$ cat config.mk
export PLATFORM = sky130hd
export DESIGN_NAME = fma16_dot_seq_flat
export DESIGN_NICKNAME = d
export VERILOG_FILES = /design/src/rtl/fma16_dot_seq_if.sv /design/src/rtl/fma16_dot_seq.sv /design/src/flat_wrapper.sv
export SDC_FILE = /design/constraint.sdc
export NUM_CORES = 1
export LEC_CHECK = 0
export ABC_AREA = 1
export CAP_MARGIN = 20
export CORE_MARGIN = 2
export CORE_UTILIZATION = 30
export DETAILED_ROUTE_END_ITERATION = 7
export MAX_ROUTING_LAYER = met4
export RECOVER_POWER = 100
export SYNTH_ARGS = -nofsm -noshare
export SYNTH_HDL_FRONTEND = slang
export SYNTH_SLANG_ARGS = --single-unit
$ cat constraint.sdc
create_clock -name clk -period 4.7 [get_ports clk]
set_input_delay 0.94 -clock clk [delete_from_list [all_inputs] [get_ports clk]]
set_output_delay 0.94 -clock clk [all_outputs]
set_load 0.01 [all_outputs]
$ cat src/rtl/fma16_dot_seq_if.sv
`default_nettype none
// ============================================================================
// Module   : fma16_dot_seq_if
// Brief    : Request, operand-stream, fma16 and status bundle of fma16_dot_seq.
// Revision : 1.0  initial release
// ============================================================================
interface fma16_dot_seq_if #(
    parameter int LENW = 5
);
    logic            start;
    logic [LENW-1:0] len;
    logic [15:0]     acc_init;
    logic [1:0]      roundmode;
    logic            negp;
    logic            in_valid;
    logic            in_ready;
    logic [15:0]     in_x;
    logic [15:0]     in_y;
    logic [15:0]     fma_x;
    logic [15:0]     fma_y;
    logic [15:0]     fma_z;
    logic            fma_mul;
    logic            fma_add;
    logic            fma_negp;
    logic            fma_negz;
    logic [1:0]      fma_roundmode;
    logic [15:0]     fma_result;
    logic [3:0]      fma_flags;
    logic            busy;
    logic            done;
    logic [15:0]     result;
    logic [3:0]      flags;

    modport master (
        output start, len, acc_init, roundmode, negp, in_valid, in_x, in_y,
        output fma_result, fma_flags,
        input  in_ready, fma_x, fma_y, fma_z, fma_mul, fma_add, fma_negp,
        input  fma_negz, fma_roundmode, busy, done, result, flags
    );

    modport slave (
        input  start, len, acc_init, roundmode, negp, in_valid, in_x, in_y,
        input  fma_result, fma_flags,
        output in_ready, fma_x, fma_y, fma_z, fma_mul, fma_add, fma_negp,
        output fma_negz, fma_roundmode, busy, done, result, flags
    );
endinterface
`default_nettype wire

$ cat src/rtl/fma16_dot_seq.sv
`default_nettype none
// ============================================================================
// Module   : fma16_dot_seq
// Brief    : Sequential fp16 dot-product requester driving an external fma16.
// Revision : 1.0  initial release
// ============================================================================
module fma16_dot_seq #(
    parameter int LENW    = 5,
    parameter int FMA_LAT = 1
) (
    input  wire logic         clk,
    input  wire logic         reset,
    fma16_dot_seq_if.slave    bus
);
    localparam int WW = $clog2(FMA_LAT + 1);

    localparam logic [1:0] c_IDLE   = 2'd0;
    localparam logic [1:0] c_WAITIN = 2'd1;
    localparam logic [1:0] c_EXEC   = 2'd2;
    localparam logic [1:0] c_DONE   = 2'd3;

    localparam logic [WW-1:0]   c_LAT      = WW'(FMA_LAT);
    localparam logic [WW-1:0]   c_WONE     = WW'(1);
    localparam logic [LENW-1:0] c_CNT_ONE  = LENW'(1);
    localparam logic [LENW-1:0] c_CNT_ZERO = '0;

    logic [1:0]      state_q,  state_d;
    logic [15:0]     acc_q,    acc_d;
    logic [LENW-1:0] cnt_q,    cnt_d;
    logic [WW-1:0]   wcnt_q,   wcnt_d;
    logic [3:0]      facc_q,   facc_d;
    logic [15:0]     fx_q,     fx_d;
    logic [15:0]     fy_q,     fy_d;
    logic [15:0]     fz_q,     fz_d;
    logic            negp_q,   negp_d;
    logic [1:0]      rm_q,     rm_d;
    logic [15:0]     result_q, result_d;
    logic [3:0]      flags_q,  flags_d;
    logic            done_q,   done_d;

    always_comb begin
        state_d  = state_q;
        acc_d    = acc_q;
        cnt_d    = cnt_q;
        wcnt_d   = wcnt_q;
        facc_d   = facc_q;
        fx_d     = fx_q;
        fy_d     = fy_q;
        fz_d     = fz_q;
        negp_d   = negp_q;
        rm_d     = rm_q;
        result_d = result_q;
        flags_d  = flags_q;
        // done trails the DONE state by one cycle so it lines up with result
        done_d   = (state_q == c_DONE);

        case (state_q)
            c_IDLE: begin
                if (bus.start) begin
                    if (bus.len != c_CNT_ZERO) begin
                        acc_d   = bus.acc_init;
                        cnt_d   = bus.len;
                        facc_d  = 4'b0000;
                        rm_d    = bus.roundmode;
                        negp_d  = bus.negp;
                        state_d = c_WAITIN;
                    end else begin
                        result_d = bus.acc_init;
                        flags_d  = 4'b0000;
                        state_d  = c_DONE;
                    end
                end
            end
            c_WAITIN: begin
                if (bus.in_valid) begin
                    fx_d    = bus.in_x;
                    fy_d    = bus.in_y;
                    fz_d    = acc_q;
                    wcnt_d  = c_LAT;
                    state_d = c_EXEC;
                end
            end
            c_EXEC: begin
                wcnt_d = wcnt_q - c_WONE;
                if (wcnt_q == c_WONE) begin
                    acc_d  = bus.fma_result;
                    facc_d = facc_q | bus.fma_flags;
                    cnt_d  = cnt_q - c_CNT_ONE;
                    if (cnt_q == c_CNT_ONE) begin
                        result_d = bus.fma_result;
                        flags_d  = facc_q | bus.fma_flags;
                        state_d  = c_DONE;
                    end else begin
                        state_d  = c_WAITIN;
                    end
                end
            end
            c_DONE: begin
                state_d = c_IDLE;
            end
            default: begin
                state_d = c_IDLE;
            end
        endcase
    end

    always_ff @(posedge clk) begin
        if (reset) begin
            state_q  <= c_IDLE;
            acc_q    <= 16'h0000;
            cnt_q    <= '0;
            wcnt_q   <= '0;
            facc_q   <= 4'b0000;
            fx_q     <= 16'h0000;
            fy_q     <= 16'h0000;
            fz_q     <= 16'h0000;
            negp_q   <= 1'b0;
            rm_q     <= 2'b00;
            result_q <= 16'h0000;
            flags_q  <= 4'b0000;
            done_q   <= 1'b0;
        end else begin
            state_q  <= state_d;
            acc_q    <= acc_d;
            cnt_q    <= cnt_d;
            wcnt_q   <= wcnt_d;
            facc_q   <= facc_d;
            fx_q     <= fx_d;
            fy_q     <= fy_d;
            fz_q     <= fz_d;
            negp_q   <= negp_d;
            rm_q     <= rm_d;
            result_q <= result_d;
            flags_q  <= flags_d;
            done_q   <= done_d;
        end
    end

    assign bus.in_ready      = (state_q == c_WAITIN);
    assign bus.busy          = (state_q == c_WAITIN) || (state_q == c_EXEC);
    assign bus.fma_x         = fx_q;
    assign bus.fma_y         = fy_q;
    assign bus.fma_z         = fz_q;
    assign bus.fma_mul       = 1'b1;
    assign bus.fma_add       = 1'b1;
    assign bus.fma_negp      = negp_q;
    assign bus.fma_negz      = 1'b0;
    assign bus.fma_roundmode = rm_q;
    assign bus.done          = done_q;
    assign bus.result        = result_q;
    assign bus.flags         = flags_q;
endmodule
`default_nettype wire

$ cat src/flat_wrapper.sv
// flat-port wrapper written by rule: the top's interface ports become plain ports
module fma16_dot_seq_flat 
#(
    parameter int LENW    = 5,
    parameter int FMA_LAT = 1
)
  (clk, reset, bus_start, bus_len, bus_acc_init, bus_roundmode, bus_negp, bus_in_valid, bus_in_x, bus_in_y, bus_fma_result, bus_fma_flags, bus_in_ready, bus_fma_x, bus_fma_y, bus_fma_z, bus_fma_mul, bus_fma_add, bus_fma_negp, bus_fma_negz, bus_fma_roundmode, bus_busy, bus_done, bus_result, bus_flags);
  fma16_dot_seq_if #(.LENW(LENW)) bus_i ();
  input  wire logic clk;
  input  wire logic reset;
  input wire logic [$bits(bus_i.start)-1:0] bus_start;
  input wire logic [$bits(bus_i.len)-1:0] bus_len;
  input wire logic [$bits(bus_i.acc_init)-1:0] bus_acc_init;
  input wire logic [$bits(bus_i.roundmode)-1:0] bus_roundmode;
  input wire logic [$bits(bus_i.negp)-1:0] bus_negp;
  input wire logic [$bits(bus_i.in_valid)-1:0] bus_in_valid;
  input wire logic [$bits(bus_i.in_x)-1:0] bus_in_x;
  input wire logic [$bits(bus_i.in_y)-1:0] bus_in_y;
  input wire logic [$bits(bus_i.fma_result)-1:0] bus_fma_result;
  input wire logic [$bits(bus_i.fma_flags)-1:0] bus_fma_flags;
  output wire logic [$bits(bus_i.in_ready)-1:0] bus_in_ready;
  output wire logic [$bits(bus_i.fma_x)-1:0] bus_fma_x;
  output wire logic [$bits(bus_i.fma_y)-1:0] bus_fma_y;
  output wire logic [$bits(bus_i.fma_z)-1:0] bus_fma_z;
  output wire logic [$bits(bus_i.fma_mul)-1:0] bus_fma_mul;
  output wire logic [$bits(bus_i.fma_add)-1:0] bus_fma_add;
  output wire logic [$bits(bus_i.fma_negp)-1:0] bus_fma_negp;
  output wire logic [$bits(bus_i.fma_negz)-1:0] bus_fma_negz;
  output wire logic [$bits(bus_i.fma_roundmode)-1:0] bus_fma_roundmode;
  output wire logic [$bits(bus_i.busy)-1:0] bus_busy;
  output wire logic [$bits(bus_i.done)-1:0] bus_done;
  output wire logic [$bits(bus_i.result)-1:0] bus_result;
  output wire logic [$bits(bus_i.flags)-1:0] bus_flags;
  assign bus_i.start = bus_start;
  assign bus_i.len = bus_len;
  assign bus_i.acc_init = bus_acc_init;
  assign bus_i.roundmode = bus_roundmode;
  assign bus_i.negp = bus_negp;
  assign bus_i.in_valid = bus_in_valid;
  assign bus_i.in_x = bus_in_x;
  assign bus_i.in_y = bus_in_y;
  assign bus_i.fma_result = bus_fma_result;
  assign bus_i.fma_flags = bus_fma_flags;
  assign bus_in_ready = bus_i.in_ready;
  assign bus_fma_x = bus_i.fma_x;
  assign bus_fma_y = bus_i.fma_y;
  assign bus_fma_z = bus_i.fma_z;
  assign bus_fma_mul = bus_i.fma_mul;
  assign bus_fma_add = bus_i.fma_add;
  assign bus_fma_negp = bus_i.fma_negp;
  assign bus_fma_negz = bus_i.fma_negz;
  assign bus_fma_roundmode = bus_i.fma_roundmode;
  assign bus_busy = bus_i.busy;
  assign bus_done = bus_i.done;
  assign bus_result = bus_i.result;
  assign bus_flags = bus_i.flags;
  fma16_dot_seq #(.LENW(LENW), .FMA_LAT(FMA_LAT)) u_core (.clk(clk), .reset(reset), .bus(bus_i));
endmodule
[Word level (Yosys, flattened, before mapping)]
Cells that the tools add are included.
W data, S select, Z words.
Storage, ports and cells
  register bits after elaboration: 100
  bits of input ports: 80
  output and inout port bits: 77
  word-level logic and storage cells: 67
Cells by class
  add/subtract/negate cells: 2
  eq/ne operators: 10
  muxes and demuxes: 30
  bitwise gates (word level): 1
  reduce and logical (&&, ||, !) cells: 11
Operator list (count)
  $mux W16: 7
  $pmux W16 S2: 2
  $mux W4: 7
  $pmux W4 S2: 2
  $mux W5: 3
  $mux W2: 5
  $pmux W5 S2: 1
  $pmux W2 S4: 1
  $ne A2 B1 Y1 const B: 3
  $ne A2 B2 Y1 const B: 3
  $reduce_and A3 Y1: 2
  $eq A5 B1 Y1 const B: 1
  $reduce_and A5 Y1: 1
  $reduce_bool A5 Y1: 1
  $sub A5 B1 Y5 const B: 1
  $eq A2 B2 Y1 const B: 2
  $or A4 B4 Y4: 1
  $reduce_and A2 Y1: 2
  $reduce_and A4 Y1: 1
  $reduce_bool A2 Y1: 2
  $eq A2 B1 Y1 const B: 1
  $logic_not A2 Y1: 1
  $pmux W1 S2: 1
  $logic_or A1 B1 Y1: 1
  2 further kinds: 2

[Longest topological paths before layout]
Gate-level depths: netlist of the first run.
  depth after elaboration: 4
  depth in mapped cells: 12

[Least setup slack after synthesis of the first run]
OpenSTA, ideal clock, no wires.
  path kind: input-to-reg
  start: in bus_len[2]
  end: reg u_core.result_q[6] (netlist: u_core.bus.result[6])
  data arrival time: 1.778 ns
  path slack: 2.812 ns
  cell stages on the path: 8
  cells stage by stage: nor2_1 -> nand3_1 -> nand2_1 -> buf_4 -> buf_2 -> nand4_1 -> nand2_1 -> nor2_1
Between the ends
  longest elaborated chain between the ends: 3
RTL lines
  start, declared: RTL line flat_wrapper.sv:12  | input wire logic [$bits(bus_i.len)-1:0] bus_len;
  $reduce_bool A5 Y1: RTL line fma16_dot_seq.sv:60  | if (bus.len != c_CNT_ZERO) begin
  $ne A2 B2 Y1 (no line)
  $reduce_and A5 Y1 (no line)
  end signal, assigned: RTL line fma16_dot_seq.sv:133  | result_q <= result_d;
  end, declared: RTL line fma16_dot_seq.sv:37  | logic [15:0] result_q, result_d;
Every way passes these cells.
A chain may end at the register's enable or synchronous reset.

[Final worst setup path of the first run]
  start: reg u_core.state_q[0]
  end: reg u_core.result_q[9] (netlist: u_core.bus.result[9])
Between the ends
  longest elaborated chain between the ends: 3
RTL lines
  start, declared: RTL line fma16_dot_seq.sv:27  | logic [1:0] state_q, state_d;
  start signal, assigned: RTL line fma16_dot_seq.sv:109  | state_q <= c_IDLE;
  start signal, assigned: RTL line fma16_dot_seq.sv:123  | state_q <= state_d;
  $eq A2 B2 Y1 / $logic_not A2 Y1 (equally long branches): RTL line fma16_dot_seq.sv:57  | case (state_q)
  $ne A2 B1 Y1 (no line) (tied with other cells)
  $reduce_and A5 Y1 (no line)
Several ways; a longest one is shown, not always the timed one.

==> flow_summary.toml, run 1 <==
[status]
status = "finished with violations"
failed_checks = "capacitance limit, slew limit"

[place]
place_area_mm2 = 0.00599
dp_cells = 927
io_buffers = 153
pre_cts_ws_ps = 1620
place.gp.congestion = 0.763
dp_hpwl_um = 8200

[global_route]
grt_max_degree = 48
antenna_found_initial = 0
grt_pass1_wl_um = 18900
grt_overflow_total = 0
grt.total_usage_pct = 15.4
grt_pass1_vias = 3608

[floorplan]
start_util_pct = 30.6
rows = 44
io_pins = 157
die_h_um = 125
core_area_mm2 = 0.0145
dieArea_mm2 = 0.0157
fp.dieW_um = 125

[logic_synthesis]
yosys.area.top_type_share_pct = 45.2
synth-main-ff-cell = "dfxtp_1"
yosys-top-cells-count = "178 x nor2_1, 100 x dfxtp_1, 100 x nand2_1"
yosysWarnings = 0
async_reset_ff_share_pct = 0
ys_ff_latch = 100
syn_inst = 623
ys_top_cells_by_area = "dfxtp_1 45%, nor2_1 15%, o21ai_0 8.6%, nand2_1 8.5%, inv_1 4.7%"
yosysMostFrequentCell = "nor2_1"
synth.cell_area_mm2 = 0.00443
synth_area_leader_cell = "dfxtp_1"
synth.distinct_cells = 31
synth_enable_flop_cells = 0
synth_area_per_cell_um2 = 7.10
ys_seq_area_share_pct = 45.2

[final_layout]
fin_util_pct = 43.3
n_fill_cell = 1516
n_antenna_cell = 0
fin_cells = 943
final_area_mm2 = 0.00627
layout.nets = 841
syn_to_final_growth_pct = 41.7
drive_above_1_share_pct = 5.80

[critical_path]
cp-start-kind = "register"
r2r_setup_slack_ps = 1340
crit_required_ps = 4950
critPathCapture = "u_core.bus.result[9]"
crit_fanout = 30
crit_type = "register to register"
r2r_cells = 8
cp-startpoint = "u_core.state_q[0]"
cp.arrival_ps = 3620
reg2reg_from = "u_core.state_q[0]"
cp-end-kind = "register"
worstReg2RegEnd = "u_core.bus.result[9]"

[timing]
skew_ps = 7.03
postLayoutSetupSlackWorst_ps = 1340
final-max-slew-violation-count = 47
min_period_over_period_pct = 71.6
fmax_mhz = 297
rsz0062_at_grt = "no"
finalSetupViolCount = 0
fin_setup_tns_ps = 0
hold_slack_ps = 476
relSlewSlack_pct = -14.5
final_hold_viol_count = 0
worst_pin_slew_ps = 1720
layout_min_cycle_time_ps = 3360

[cts]
root_buffer = "clkbuf_16"
cts_buffer_depth = 2
ctsHoldBuffers = 0
cts_tree = "built"
htree_levels = 3
clk_pin_slew_ps = 70
insertion_delay_ps = 350
ctsResizeCount = 0
numCtsBuffers = 9
cts.sinks = 100
cts_setup_buffers = 0

[power_and_ir_drop]
switching_power_mw = 1.44
p_sw_share_pct = 39.2
comb_power_share_pct = 44.4
seq_power_share_pct = 34.4
ir_worst_vdd_mv = 0.236
p_leak_nw = 2.86
intPower_mw = 2.24
clockPowerShare_pct = 21.1
power_mw = 3.68
power_density_mw_per_mm2 = 587

[detailed_routing]
post_drt_wl_per_cell_um = 12.5
drtIter0Drc = 187
finalWirelength_um = 11800
vias = 4044
postRouteAntennaNets = 0
first_pass_iters = 4
vias_per_cell = 4.29
drc = 0

[hold_path]
min_path_type = "register to register"
hold_depth = 2

[flow_run]
maxCapViolations = 1
-- flip-flops by register name (all words and copies together), names as in the netlist, 4 cells and up --
| signal | flops |
|---|---|
| u_core.bus.result | 16 |
| u_core.cnt_q | 5 |
| u_core.bus.fma_y | 16 |
| u_core.bus.fma_x | 16 |
| u_core.bus.fma_z | 16 |
| u_core.facc_q | 4 |
| u_core.acc_q | 16 |
| u_core.bus.flags | 4 |
-- layout by cell type (no fill, tap or decap), drive strengths merged --
master	count
a21oi	4
a31oi	1
buf	3
bufinv	1
clkbuf	12
clkdlybuf4s50	75
clkinv	2
clkinvlp	2
conb	3
dfxtp	100
dlygate4sd3	78
ha	7
inv	60
mux2i	1
nand2	105
nand3	6
nand3b	3
nand4	19
nor2	180
o21ai	79
o22ai	1
or2	16
xor2	1
-- worst max-delay path: stages (launching register included) --
cell      delay [ps]
dfxtp_1          340
inv_1            110
ha_1             150
clkbuf_1        1000
inv_1            740
o21ai_0          610
nand4_1          150
nand2_1          110
nor2_1            40
-- layout make-up --
cell class                 count  area, um2  area share, %
clock buffer                  10        239           3.81
clock inverter                 6       71.3           1.14
inverter                      59        226           3.61
multi-input combinational    426       1940           30.9
sequential                   100       2000           31.9
tap                          184        230           3.67
timing repair buffer         158       1560           24.9
-- power by group through the flow --
stage / clock network [mW] / registers (mW) / logic (mW)
6_report: 0.778 / 1.27 / 1.63
4_1_cts: 0.809 / 1.28 / 1.75
3_3_place_gp: 0 / 1.29 / 1.73
5_1_grt: 0.843 / 1.30 / 1.84
2_1_floorplan: 0 / 1.37 / 1.07
3_5_place_dp: 0 / 1.30 / 1.74
-- kinds of logic (layout without fill, tap and decap cells) --
| group | Yosys count | count (layout) | synth area share [%] |
|---|---|---|---|
| buffers and inverters | 98 | 233 | 10.6 |
| adders and majority gates | 7 | 7 | 1.98 |
| DFF | 100 | 100 | 45.2 |
| xor gates and xnor gates | 1 | 1 | 0.198 |
| other | 2 | 3 | 0.170 |
| AOI/OAI and AO/OA | 85 | 85 | 9.75 |
| and+or+nand+nor | 329 | 329 | 31.9 |
| muxes | 1 | 1 | 0.226 |
-- layer usage --
metal  routed length, um  GRT usage (%)  vias up
met1                5890           20.9     1724
met3                 824           5.18       10
met4                 126           3.99        0
li1                    -              -     2182
met5                   0              -        -
met2                4960           21.8      128
-- worst min path at each step --
stage                                   start             endpoint  slack (ps)
after CTS                     u_core.acc_q[7]      u_core.acc_q[7]         480
after global routing          u_core.acc_q[0]      u_core.acc_q[0]         500
after detailed placement      u_core.acc_q[7]      u_core.acc_q[7]         470
after floorplan              u_core.facc_q[0]     u_core.facc_q[0]         450
final                     u_core.bus.fma_z[8]  u_core.bus.fma_z[8]         480
after global placement       u_core.acc_q[12]     u_core.acc_q[12]         460
Power figures use the tool's default switching activity.
==> inputs of run 2 (changes only) <==
==> constraint.sdc (replaced) <==
create_clock -name clk -period 2.8 [get_ports clk]
set_input_delay 0.56 -clock clk [delete_from_list [all_inputs] [get_ports clk]]
set_output_delay 0.56 -clock clk [all_outputs]
set_load 0.01 [all_outputs]
==> run 2 against run 1 <==
  * The run now ends clean
  * Sequential share of layout area is 0.14 points lower
  * Setup slack worse by 830 ps
  * Wire length is 1.2% lower
  * Sequential power is 68% higher
  * Design area is 0.44% higher
  * Combinational power is 70% higher
  * Hold slack worse by 3.0 ps
  * Fmax is 47% higher
  * Critical path depth is 3 higher
  * Register-to-register slack worse by 830 ps
==> flow_summary.toml, run 2 (same netlist as run 1, synthesis figures left out) <==
[critical_path]
crit_chain = "inv_1 -> ha_1 -> clkbuf_1 -> nand2_4 -> nand2_1 -> nor2_8 -> nand2_4 -> inv_6 -> nand2_1 -> nand2_1 -> nor2_1"
critPathMaxStageDelay_ps = 380
slowest_stage = "dfxtp_1"
cpMostUsedCell = "nand2_1"
crit_type = "register to register"
cp_top_family = "simple AND/OR/NAND/NOR gates"
cp-end-kind = "register"
crit_required_ps = 3040
cp.arrival_ps = 2530
crit_fanout = 43
cp-start-kind = "register"
critPathBufInv = 3

[timing]
hold_slack_ps = 473
fin_setup_tns_ps = 0
fmax_mhz = 436
min_period_over_period_pct = 81.9
finalSetupViolCount = 0
rsz0062_at_grt = "no"
final_hold_viol_count = 0
layout_min_cycle_time_ps = 2290
final-max-slew-violation-count = 0
worst_pin_slew_ps = 844
skew_ps = 5.82
relSlewSlack_pct = 43.7

[place]
place.gp.congestion = 0.786
io_buffers = 153
place_area_mm2 = 0.00601
dp_hpwl_um = 8200

[cts]
root_buffer = "clkbuf_16"
ctsResizeCount = 0
cts_buffer_depth = 2
cts_setup_buffers = 0
clk_pin_slew_ps = 60
cts.sinks = 100
cts_tree = "built"
insertion_delay_ps = 340
ctsHoldBuffers = 0
numCtsBuffers = 9
htree_levels = 3

[final_layout]
final_area_mm2 = 0.00630
n_antenna_cell = 0
drive_above_1_share_pct = 5.91
syn_to_final_growth_pct = 42.3
final_cell_mix = "178 x nor2_1, 101 x nand2_1, 100 x dfxtp_1"
final_common_cell = "nor2_1"
layout.nets = 843

[floorplan]
io_pins = 157
dieArea_mm2 = 0.0157
fp.dieW_um = 125
rows = 44
die_h_um = 125
start_util_pct = 30.6
core_area_mm2 = 0.0145

[detailed_routing]
first_pass_iters = 4
vias_per_cell = 4.34
vias = 4104
drtIter0Drc = 252
postRouteAntennaNets = 0
finalWirelength_um = 11700
drc = 0
post_drt_wl_per_cell_um = 12.3

[global_route]
grt_max_degree = 64
grt.total_usage_pct = 15.7
grt_overflow_total = 0
antenna_found_initial = 0
grt_pass1_wl_um = 19300
grt_pass1_vias = 3763

[power_and_ir_drop]
power_density_mw_per_mm2 = 977
p_leak_nw = 2.88
power_mw = 6.15
ir_worst_vdd_mv = 0.446

[status]
status = "complete, no violations"

[hold_path]
min_path_type = "register to register"

[flow_run]
maxCapViolations = 0
==> run 2: changes by cell type in the layout (fill, tap and decap cells not counted), sizes merged <==
| cell | before | now |
|---|---|---|
| buf | 3 | 5 |
| clkinvlp | 2 | 0 |
| clkinv | 2 | 1 |
| inv | 60 | 58 |
| dlygate4sd3 | 78 | 76 |
| clkdlybuf4s50 | 75 | 77 |
| clkbuf | 12 | 17 |
==> run 2: worst paths after layout <==
| path | endpoint | from | slack [ps] | cells after the start |
|---|---|---|---|---|
| max | u_core.acc_q[15] | u_core.state_q[0] | 510 | 11 |
| min | u_core.bus.fma_x[0] | u_core.bus.fma_x[0] | 470 | 2 |
| max reg2reg | u_core.acc_q[15] | u_core.state_q[0] | 510 | 11 |
| min reg2reg | u_core.bus.fma_x[0] | u_core.bus.fma_x[0] | 470 | 2 |
==> run 2: area by class of cell <==
cell class	count	area, um2
clock buffers	15	268
flip-flops and latches	100	2000
inverters	59	226
fillers	1520	8180
well taps	184	230
multi-input cells	426	1950
clock inverters	1	30.0
repair buffers	160	1590
==> run 2: metrics by stage <==
| step | setup slack [ps] | utilization, % | cells |
|---|---|---|---|
| CTS | 579 | 43.6 | 945 |
| detailed placement | 446 | 41.5 | 929 |
| global route | 253 | 43.5 | 945 |
| finish | 507 | 43.5 | 945 |
| global placement | 495 | 41.5 | 929 |
| floorplan | 1220 | - | 624 |
==> run 2: report_power, final <==
group / leakage, nW / switching, mW / internal (mW) / total (mW)
clock: 0.144 / 0.503 / 0.744 / 1.25
sequential: 0.821 / 0.235 / 1.90 / 2.13
combinational: 1.91 / 1.61 / 1.16 / 2.77
total: 2.88 / 2.35 / 3.80 / 6.15
==> run 2: worst register-to-register path: stages (launching register included) <==
cell,delay (ps)
dfxtp_1,380
inv_1,90
ha_1,280
clkbuf_1,250
nand2_4,120
nand2_1,140
nor2_8,320
nand2_4,140
inv_6,260
nand2_1,110
nand2_1,70
nor2_1,40
==> run 2: metal layers <==
layer,GRT usage [%],wire length (um),share of wire [%],up-vias
met5,-,0,0,-
met4,3.07,85,0.73,0
met3,4.96,749,6.4,6
met2,23.6,5100,44,126
met1,20.8,5720,49,1781
li1,-,-,-,2191
==> inputs of run 3 (changes only) <==
==> constraint.sdc (replaced) <==
create_clock -name clk -period 1.84 [get_ports clk]
set_input_delay 0.368 -clock clk [delete_from_list [all_inputs] [get_ports clk]]
set_output_delay 0.368 -clock clk [all_outputs]
set_load 0.01 [all_outputs]
==> run 3 against run 2 <==
  * First-iteration DRC count shrank 18%
  * Hold slack improved by 3.5 ps
  * Clock power increased by 58%
  * Critical endpoint is now bus_busy
  * Die area unchanged
  * Via count rose by 3.0%
  * Clock skew fell by 1.6 ps
  * Final cell count is 1.9% higher
  * Total power up 59%
  * Register-to-register slack got worse by 360 ps
==> flow_summary.toml, run 3 (same netlist as run 1, synthesis figures left out) <==
[critical_path]
r2r_setup_slack_ps = 150
crit_fanout = 4
cp.arrival_ps = 1340
reg2reg_from = "u_core.state_q[0]"
crit_type = "register to output port"
crit_required_ps = 1470
cp-end-kind = "output port"
r2r_cells = 10
cp-start-kind = "register"
worstReg2RegEnd = "u_core.bus.result[13]"

[final_layout]
fin_util_pct = 44.8
final_common_cell = "nor2_1"
final_cell_mix = "178 x nor2_1, 100 x nand2_1, 99 x dfxtp_1"
n_antenna_cell = 0
drive_above_1_share_pct = 9.11
layout.nets = 861
syn_to_final_growth_pct = 46.6
final_area_mm2 = 0.00649

[status]
status = "complete, no violations"

[hold_path]
worstHoldEndpoint = "u_core.bus.fma_y[8]"
hold_depth = 2
min_path_type = "register to register"
hp-start = "u_core.bus.fma_y[8]"

[global_route]
grt_max_degree = 65
grt_overflow_total = 0
grt.total_usage_pct = 15.4
antenna_found_initial = 0
grt_pass1_vias = 3790
grt_pass1_wl_um = 19100

[timing]
worst_pin_slew_ps = 555
final-max-slew-violation-count = 0
layout_min_cycle_time_ps = 1700
final_hold_viol_count = 0
relSlewSlack_pct = 63.0
rsz0062_at_grt = "no"
skew_ps = 4.19
min_period_over_period_pct = 92.6
fmax_mhz = 587
fin_setup_tns_ps = 0
finalSetupViolCount = 0
hold_slack_ps = 477

[cts]
insertion_delay_ps = 340
numCtsBuffers = 9
ctsHoldBuffers = 0
cts.sinks = 100
cts_buffer_depth = 2
htree_levels = 3
cts_tree = "built"
root_buffer = "clkbuf_16"
clk_pin_slew_ps = 70

[detailed_routing]
postRouteAntennaNets = 0
post_drt_wl_per_cell_um = 12.4
first_pass_iters = 4
drc = 0
vias = 4226
drtIter0Drc = 206
vias_per_cell = 4.39
finalWirelength_um = 11900

[flow_run]
maxCapViolations = 0

[floorplan]
start_util_pct = 30.6
core_area_mm2 = 0.0145
io_pins = 157
die_h_um = 125
rows = 44
fp.dieW_um = 125
dieArea_mm2 = 0.0157

[place]
place.gp.congestion = 0.748
io_buffers = 153
dp_hpwl_um = 8390
place_area_mm2 = 0.00619

[power_and_ir_drop]
p_leak_nw = 2.98
power_density_mw_per_mm2 = 1510
ir_worst_vdd_mv = 0.599
[run 3: worst max path at each step]
stage,start,end,slack (ps),depth (start not counted)
2_1_floorplan,u_core.state_q[0],u_core.bus.result[6],260,11
3_3_place_gp,bus_len[2],u_core.bus.flags[1],-80,7
3_5_place_dp,bus_len[2],u_core.bus.result[11],-140,8
4_1_cts,u_core.state_q[0],u_core.bus.result[11],60,10
5_1_grt,u_core.state_q[0],u_core.bus.fma_y[1],9,7
6_report,u_core.state_q[1],bus_busy,140,3
[run 3: layout make-up]
cell class                      instances  area, um2
Clock buffer                           11        253
Clock inverter                          5       58.8
Fill cell                            1477       7990
Inverter                               59        226
Multi-Input combinational cell        427       1970
Sequential cell                       100       2000
Tap cell                              184        230
Timing Repair Buffer                  177       1750
[run 3: critical path: stages, from the launching register on]
cell and delay, ps:
dfxtp_2 360, inv_1 80, ha_1 270, dlygate4sd2_1 280
[run 3: metrics by stage]
| step | setup WS (ps) | std cells | total power, mW |
|---|---|---|---|
| finish | 137 | 963 | 9.78 |
| global route | 8.92 | 963 | 10.6 |
| detailed placement | -139 | 946 | 8.12 |
| floorplan | 256 | 624 | 6.23 |
| CTS | 57.6 | 962 | 10.1 |
| global placement | -82.5 | 946 | 8.09 |
[run 3: repair_timing]
| action | in CTS | in global routing |
|---|---|---|
| resized for setup | 3 | 1 |
| endpoints found under the setup margin | 2 | 17 |
| cloned | 0 | 1 |
| buffers inserted | 0 | 0 |
| pin swaps | 0 | 1 |
[run 3: power by group]
part,total [mW],internal (mW),switching (mW)
Clock,1.98,1.13,0.849
Sequential,3.24,2.89,0.348
Combinational,4.57,2.01,2.56
Total,9.78,6.03,3.76
[run 3: routing by layer]
layer	global-route usage (%)	routed length (um)
met5	-	0
met2	22.4	5130
met1	21.2	5900
met3	3.00	731
met4	5.29	184
